==> config.mk <==
export PLATFORM = sky130hd
export DESIGN_NAME = oai21_bist_seq
export DESIGN_NICKNAME = d
export VERILOG_FILES = /design/src/rtl/oai21_bist_seq.sv
export SDC_FILE = /design/constraint.sdc
export NUM_CORES = 1
export LEC_CHECK = 0
export ABC_AREA = 0
export BUFFER_PORTS_ARGS = -buffer_cell sky130_fd_sc_hd__buf_2
export CAP_MARGIN = 25
export CORE_MARGIN = 2
export CORE_UTILIZATION = 52
export CTS_CLUSTER_SIZE = 14
export DETAILED_ROUTE_END_ITERATION = 7
export GPL_TIMING_DRIVEN = 0
export PLACE_DENSITY = 0.84
export SYNTH_ARGS = -nofsm -noshare
export SYNTH_HDL_FRONTEND = slang
export SYNTH_SLANG_ARGS = --single-unit
==> constraint.sdc <==
create_clock -name CLK -period 1.6 [get_ports CLK]
set_input_delay 0.24 -clock CLK [delete_from_list [all_inputs] [get_ports CLK]]
set_output_delay 0.24 -clock CLK [all_outputs]
set_load 0.1 [all_outputs]
==> src/rtl/oai21_bist_seq.sv <==
// oai21_bist_seq: self-test sequencer for one OAI21 cell (Y = ~((A|B)&C)).
// Sweeps {A,B,C} through all 8 patterns per pass (even passes ascend, odd passes descend),
// waits SETTLE_CYC cycles per vector, compares the registered Y against the golden function.
// Ports:
//   CLK, R (async active-low reset), start (1-cycle run request), abort (sync, kills a run)
//   dut_y  : cell output (asynchronous path, registered internally before compare)
//   dut_a/b/c : registered drives to the cell inputs
//   busy, done, pass, err_count[3:0] (saturating), fail_vld, fail_vec[2:0] = {A,B,C} of first miss
module oai21_bist_seq #(
  parameter int SETTLE_CYC = 4,
  parameter int NUM_PASSES = 2
) (
  input  logic       CLK,
  input  logic       R,
  input  logic       start,
  input  logic       abort,
  input  logic       dut_y,
  output logic       dut_a,
  output logic       dut_b,
  output logic       dut_c,
  output logic       busy,
  output logic       done,
  output logic       pass,
  output logic [3:0] err_count,
  output logic       fail_vld,
  output logic [2:0] fail_vec
);

  typedef enum logic [2:0] {
    S_IDLE   = 3'd0,
    S_APPLY  = 3'd1,
    S_SETTLE = 3'd2,
    S_SAMPLE = 3'd3,
    S_DONE   = 3'd4
  } state_t;

  localparam logic [7:0] LP_SETTLE_LAST = 8'(SETTLE_CYC - 1);
  localparam logic [3:0] LP_PASS_LAST   = 4'(NUM_PASSES - 1);

  state_t     r_state;
  state_t     w_next;
  logic [2:0] r_vec;
  logic [3:0] r_pass_idx;
  logic [7:0] r_settle_cnt;
  logic       r_y_q;
  logic [2:0] r_dut_abc;
  logic [3:0] r_err_count;
  logic       r_fail_vld;
  logic [2:0] r_fail_vec;
  logic       r_done;
  logic       r_pass;

  logic w_exp;
  logic w_mismatch;
  logic w_desc;
  logic w_last_vec;
  logic w_last_pass;
  logic w_run_start;

  // vec = {A,B,C}
  assign w_exp       = ~((r_vec[2] | r_vec[1]) & r_vec[0]);
  assign w_mismatch  = (r_y_q != w_exp);
  assign w_desc      = r_pass_idx[0];
  assign w_last_vec  = w_desc ? (r_vec == 3'd0) : (r_vec == 3'd7);
  assign w_last_pass = (r_pass_idx == LP_PASS_LAST);
  // A new run may only be launched from the resting states; abort has no say there.
  assign w_run_start = start && ((r_state == S_IDLE) || (r_state == S_DONE));

  always_ff @(posedge CLK or negedge R) begin
    if (!R) begin
      r_state <= S_IDLE;
    end else begin
      r_state <= w_next;
    end
  end

  always_comb begin
    w_next = r_state;
    unique case (r_state)
      S_IDLE:   if (start) w_next = S_APPLY;
      S_APPLY:  w_next = abort ? S_IDLE : S_SETTLE;
      S_SETTLE: begin
        if (abort)                              w_next = S_IDLE;
        else if (r_settle_cnt == LP_SETTLE_LAST) w_next = S_SAMPLE;
      end
      S_SAMPLE: begin
        if (abort)                          w_next = S_IDLE;
        else if (w_last_vec && w_last_pass) w_next = S_DONE;
        else                                w_next = S_APPLY;
      end
      S_DONE:   if (start) w_next = S_APPLY;
      default:  w_next = S_IDLE;
    endcase
  end

  always_ff @(posedge CLK or negedge R) begin
    if (!R) begin
      r_vec        <= 3'd0;
      r_pass_idx   <= 4'd0;
      r_settle_cnt <= 8'd0;
      r_y_q        <= 1'b0;
      r_dut_abc    <= 3'd0;
      r_err_count  <= 4'd0;
      r_fail_vld   <= 1'b0;
      r_fail_vec   <= 3'd0;
      r_done       <= 1'b0;
      r_pass       <= 1'b0;
    end else begin
      r_y_q <= dut_y;
      unique case (r_state)
        S_IDLE: r_dut_abc <= 3'd0;
        S_APPLY: begin
          if (abort) begin
            r_dut_abc <= 3'd0;
          end else begin
            r_dut_abc    <= r_vec;
            r_settle_cnt <= 8'd0;
          end
        end
        S_SETTLE: begin
          if (abort) r_dut_abc    <= 3'd0;
          else       r_settle_cnt <= r_settle_cnt + 8'd1;
        end
        S_SAMPLE: begin
          if (abort) begin
            r_dut_abc <= 3'd0;
          end else begin
            if (w_mismatch) begin
              if (r_err_count != 4'd15) r_err_count <= r_err_count + 4'd1;
              if (!r_fail_vld) begin
                r_fail_vld <= 1'b1;
                r_fail_vec <= r_vec;
              end
            end
            // At a pass boundary vec stays put so the next pass restarts from the same end.
            if (w_last_vec) begin
              if (!w_last_pass) r_pass_idx <= r_pass_idx + 4'd1;
            end else begin
              r_vec <= w_desc ? (r_vec - 3'd1) : (r_vec + 3'd1);
            end
          end
        end
        S_DONE: begin
          r_done <= 1'b1;
          r_pass <= (r_err_count == 4'd0);
        end
        default: ;
      endcase
      if (w_run_start) begin
        r_vec       <= 3'd0;
        r_pass_idx  <= 4'd0;
        r_err_count <= 4'd0;
        r_fail_vld  <= 1'b0;
        r_fail_vec  <= 3'd0;
        r_done      <= 1'b0;
        r_pass      <= 1'b0;
      end
    end
  end

  assign dut_a     = r_dut_abc[2];
  assign dut_b     = r_dut_abc[1];
  assign dut_c     = r_dut_abc[0];
  assign busy      = (r_state == S_APPLY) || (r_state == S_SETTLE) || (r_state == S_SAMPLE);
  assign done      = r_done;
  assign pass      = r_pass;
  assign err_count = r_err_count;
  assign fail_vld  = r_fail_vld;
  assign fail_vec  = r_fail_vec;

endmodule
==> flow_summary.yaml <==
finish:
  final_nets: 219
  drive_above_1_share: 0.407
  design_area_mm2: 0.00224
  synthToLayoutAreaGrowth_pct: 32.3
  antenna_cells: 0
worst_setup_path:
  path_cells: "inv_2, ha_4, or3b_4, o211a_4, mux2_4, nor2_4"
  r2r_cells: 6
  arrival_ns: 1.92
  critPathKind: "reg2reg"
  rrSetupSlack_ns: -0.03
  cp_max_fo: 3
  reg2reg_from: "r_pass_idx[1]"
  crit_path_max_incr_delay_ns: 0.41
  start_kind: "register"
  cp.depth: 6
  crit_family: "simple AND/OR/NAND/NOR gates"
  cp.required_ns: 1.89
  end_kind: "register"
  slowest_stage: "dfrtp_1"
  r2r_end: "r_pass_idx[1]"
  critPathBufInv: 1
global_route:
  grt_pass1_wl_um: 6560
  track_usage: 0.248
  first_global_vias: 1434
  grt_max_degree: 33
  grt.overflow.total: 0
  antenna_found_initial: 0
route:
  totalWireLength_um: 4080
  via_per_inst: 5.71
  vias: 1445
  wl_per_cell_um: 16.1
  drc_errors: 0
  first_pass_iters: 4
  drt_iter0_markers: 82
  ant_nets: 0
placement:
  hpwl_um: 2540
  place.gp.congestion: 0.768
  port_buffers: 18
  placed_area_mm2: 0.00185
sta:
  final.period_utilization: 1.02
  setup_viol: 2
  worst_slew_pin_slew_ns: 0.712
  slew_headroom: 0.526
  rsz0062_at_grt: "true"
  max_freq_ghz: 0.613
  hold_viol_final: 0
  setup_ws_ns: -0.0317
  min_period_ns: 1.63
  slew_viol_final: 0
  skew_ns: 0.00892
status:
  violations: "negative setup slack"
  status: "finished, violations left"
synthesis:
  yosysSeqAreaShare: 0.474
  synth_edf_count: 0
  synth_area_leader_cell: "dfrtp_1"
  async_reset_ff_frac: 1.00
  yosysMostFrequentCell: "dfrtp_1"
  synth_top_area_frac: 0.474
  synthTopCellsByCount: "32 x dfrtp_1, 20 x nand2_1, 15 x nor2_1"
  synth_cells: 162
  synth_ff_type: "dfrtp_1"
  synth.avg_cell_area_um2: 10.4
  synth-seq-cells: 32
  yosysWarnings: 0
  synth.distinct_cells: 51
  synth.area.top_cells: "dfrtp_1 47%, nand2_1 4.4%, ha_1 3.7%, nor2_1 3.3%, mux2i_1 2.4%"
  netlist_area_mm2: 0.00169
  synth_nets: 173
power:
  swShare: 0.435
  power.density_mw_per_mm2: 1240
  power_w: 0.00277
  intPower_w: 0.00156
  vdd_drop_max_mv: 0.961
  p_seq_frac: 0.375
  power.leakage_nw: 1.02
  p_sw_w: 0.00120
  combPwrFrac: 0.443
  clkPwrFrac: 0.182
clocking:
  cts_tree: "yes"
  ctsHtreeMaxLevel: 2
  clkSinkCount: 32
  cts-root-buf: "clkbuf_4"
  clkLatencyLatePin_ns: 0.35
  clkTransAtPathRegs_ns: 0.11
  cts_buffers: 5
  cts.path.max_buffers: 2
floorplanning:
  rows: 20
  fp.coreArea_mm2: 0.00308
  io_pins: 19
  initial_core_util: 0.549
  dieHeight_um: 61.0
  dieArea_mm2: 0.00372
  fp.dieW_um: 61.0
min_path:
  hold_end: "r_settle_cnt[2]"
  holdPathStages: 3
  hold_path.class: "in2reg"
  min_from: "abort"
flow_run:
  maxCapViolCount: 0
-- power groups by stage --
stage          combinational [W]  clock [W]  sequential (W)
5_1_grt                  0.00132   0.000551         0.00106
6_report                 0.00123   0.000504         0.00104
4_1_cts                  0.00110   0.000509         0.00102
3_3_place_gp            0.000946          0         0.00102
2_1_floorplan           0.000616          0         0.00118
3_5_place_dp            0.000977          0         0.00103
-- flip-flops by register name (all words and copies together), names as in the netlist --
signal / cells
fail_vec: 3
r_dut_abc: 3
r_settle_cnt: 8
r_vec: 3
r_state: 3
r_pass_idx: 4
r_y_q: 1
done: 1
fail_vld: 1
pass: 1
err_count: 4
-- worst register-to-register path, stage by stage, from the launching register on --
cell	delay (ns)
dfrtp_1	0.41
inv_2	0.09
ha_4	0.12
or3b_4	0.39
o211a_4	0.16
mux2_4	0.32
nor2_4	0.08
-- placed cells by master (no fill, tap or decap), types with 3 or more instances in the layout --
cell type  count
dfrtp_1       24
dfrtp_2        7
nor2_4         4
o311ai_0       3
a21oi_1        6
nand3_1        6
mux2i_1        4
ha_1           3
buf_4         19
o21ai_0        4
xnor2_1        3
inv_1          7
clkbuf_4       6
xor2_1         3
nor2_1        12
buf_6          4
nand2_1       20
a211oi_1       4
buf_2         17
-- worst max path at each step --
stage	to	slack [ns]	from
final	r_pass_idx[1]	-0.03	r_pass_idx[1]
after global routing	r_pass_idx[1]	-0.05	r_pass_idx[1]
after CTS	r_pass_idx[1]	-0.01	r_pass_idx[1]
after detailed placement	r_pass_idx[1]	-0.11	r_vec[1]
after global placement	r_state[0]	-0.05	r_settle_cnt[0]
after floorplan	err_count[1]	0.0007	err_count[1]
-- metal layers --
| metal | track usage | vias up | part of all wire | wire [µm] |
|---|---|---|---|---|
| met5 | 0 | - | 0 | 0 |
| met4 | 0.0994 | 0 | 0.029 | 117 |
| met3 | 0.0630 | 15 | 0.041 | 168 |
| met1 | 0.287 | 696 | 0.42 | 1710 |
| li1 | - | 682 | - | - |
| met2 | 0.439 | 52 | 0.51 | 2090 |
-- final cells by class --
| type | count | area, µm² |
|---|---|---|
| Timing Repair Buffer | 39 | 263 |
| Clock buffer | 7 | 55.1 |
| Fill cell | 230 | 842 |
| Clock inverter | 1 | 7.51 |
| Tap cell | 44 | 55.1 |
| Multi-Input combinational cell | 118 | 975 |
| Buffer | 4 | 37.5 |
| Sequential cell | 32 | 813 |
| Inverter | 8 | 30.0 |
-- through the flow --
stage	cells	hold slack [ns]	utilization	setup TNS [ns]	setup WS (ns)
2_1_floorplan	162	-0.0556	-	0	0.000746
3_3_place_gp	224	0.315	0.602	-0.134	-0.0510
3_5_place_dp	224	0.326	0.602	-0.457	-0.108
4_1_cts	244	0.301	0.681	-0.0150	-0.0150
5_1_grt	253	0.300	0.726	-0.236	-0.0521
6_report	253	0.304	0.726	-0.0403	-0.0317
-- logic make-up after synthesis --
group,share of synthesized area
simple gates,0.215
mux,0.0303
flops,0.474
buf+inv,0.0333
fa+ha+maj,0.0489
xor+xnor,0.0459
compound gates,0.152
-- repair_timing --
item / 4_1_cts / 5_1_grt
resized for setup: 18 / 15
hold endpoints to repair: 33 / 0
pin swaps: 2 / 5
setup buffers: 10 / 9
hold buffers: 2 / 0
endpoints found under the setup margin: 16 / 16
Note: power is estimated with default switching activity, not from simulation.
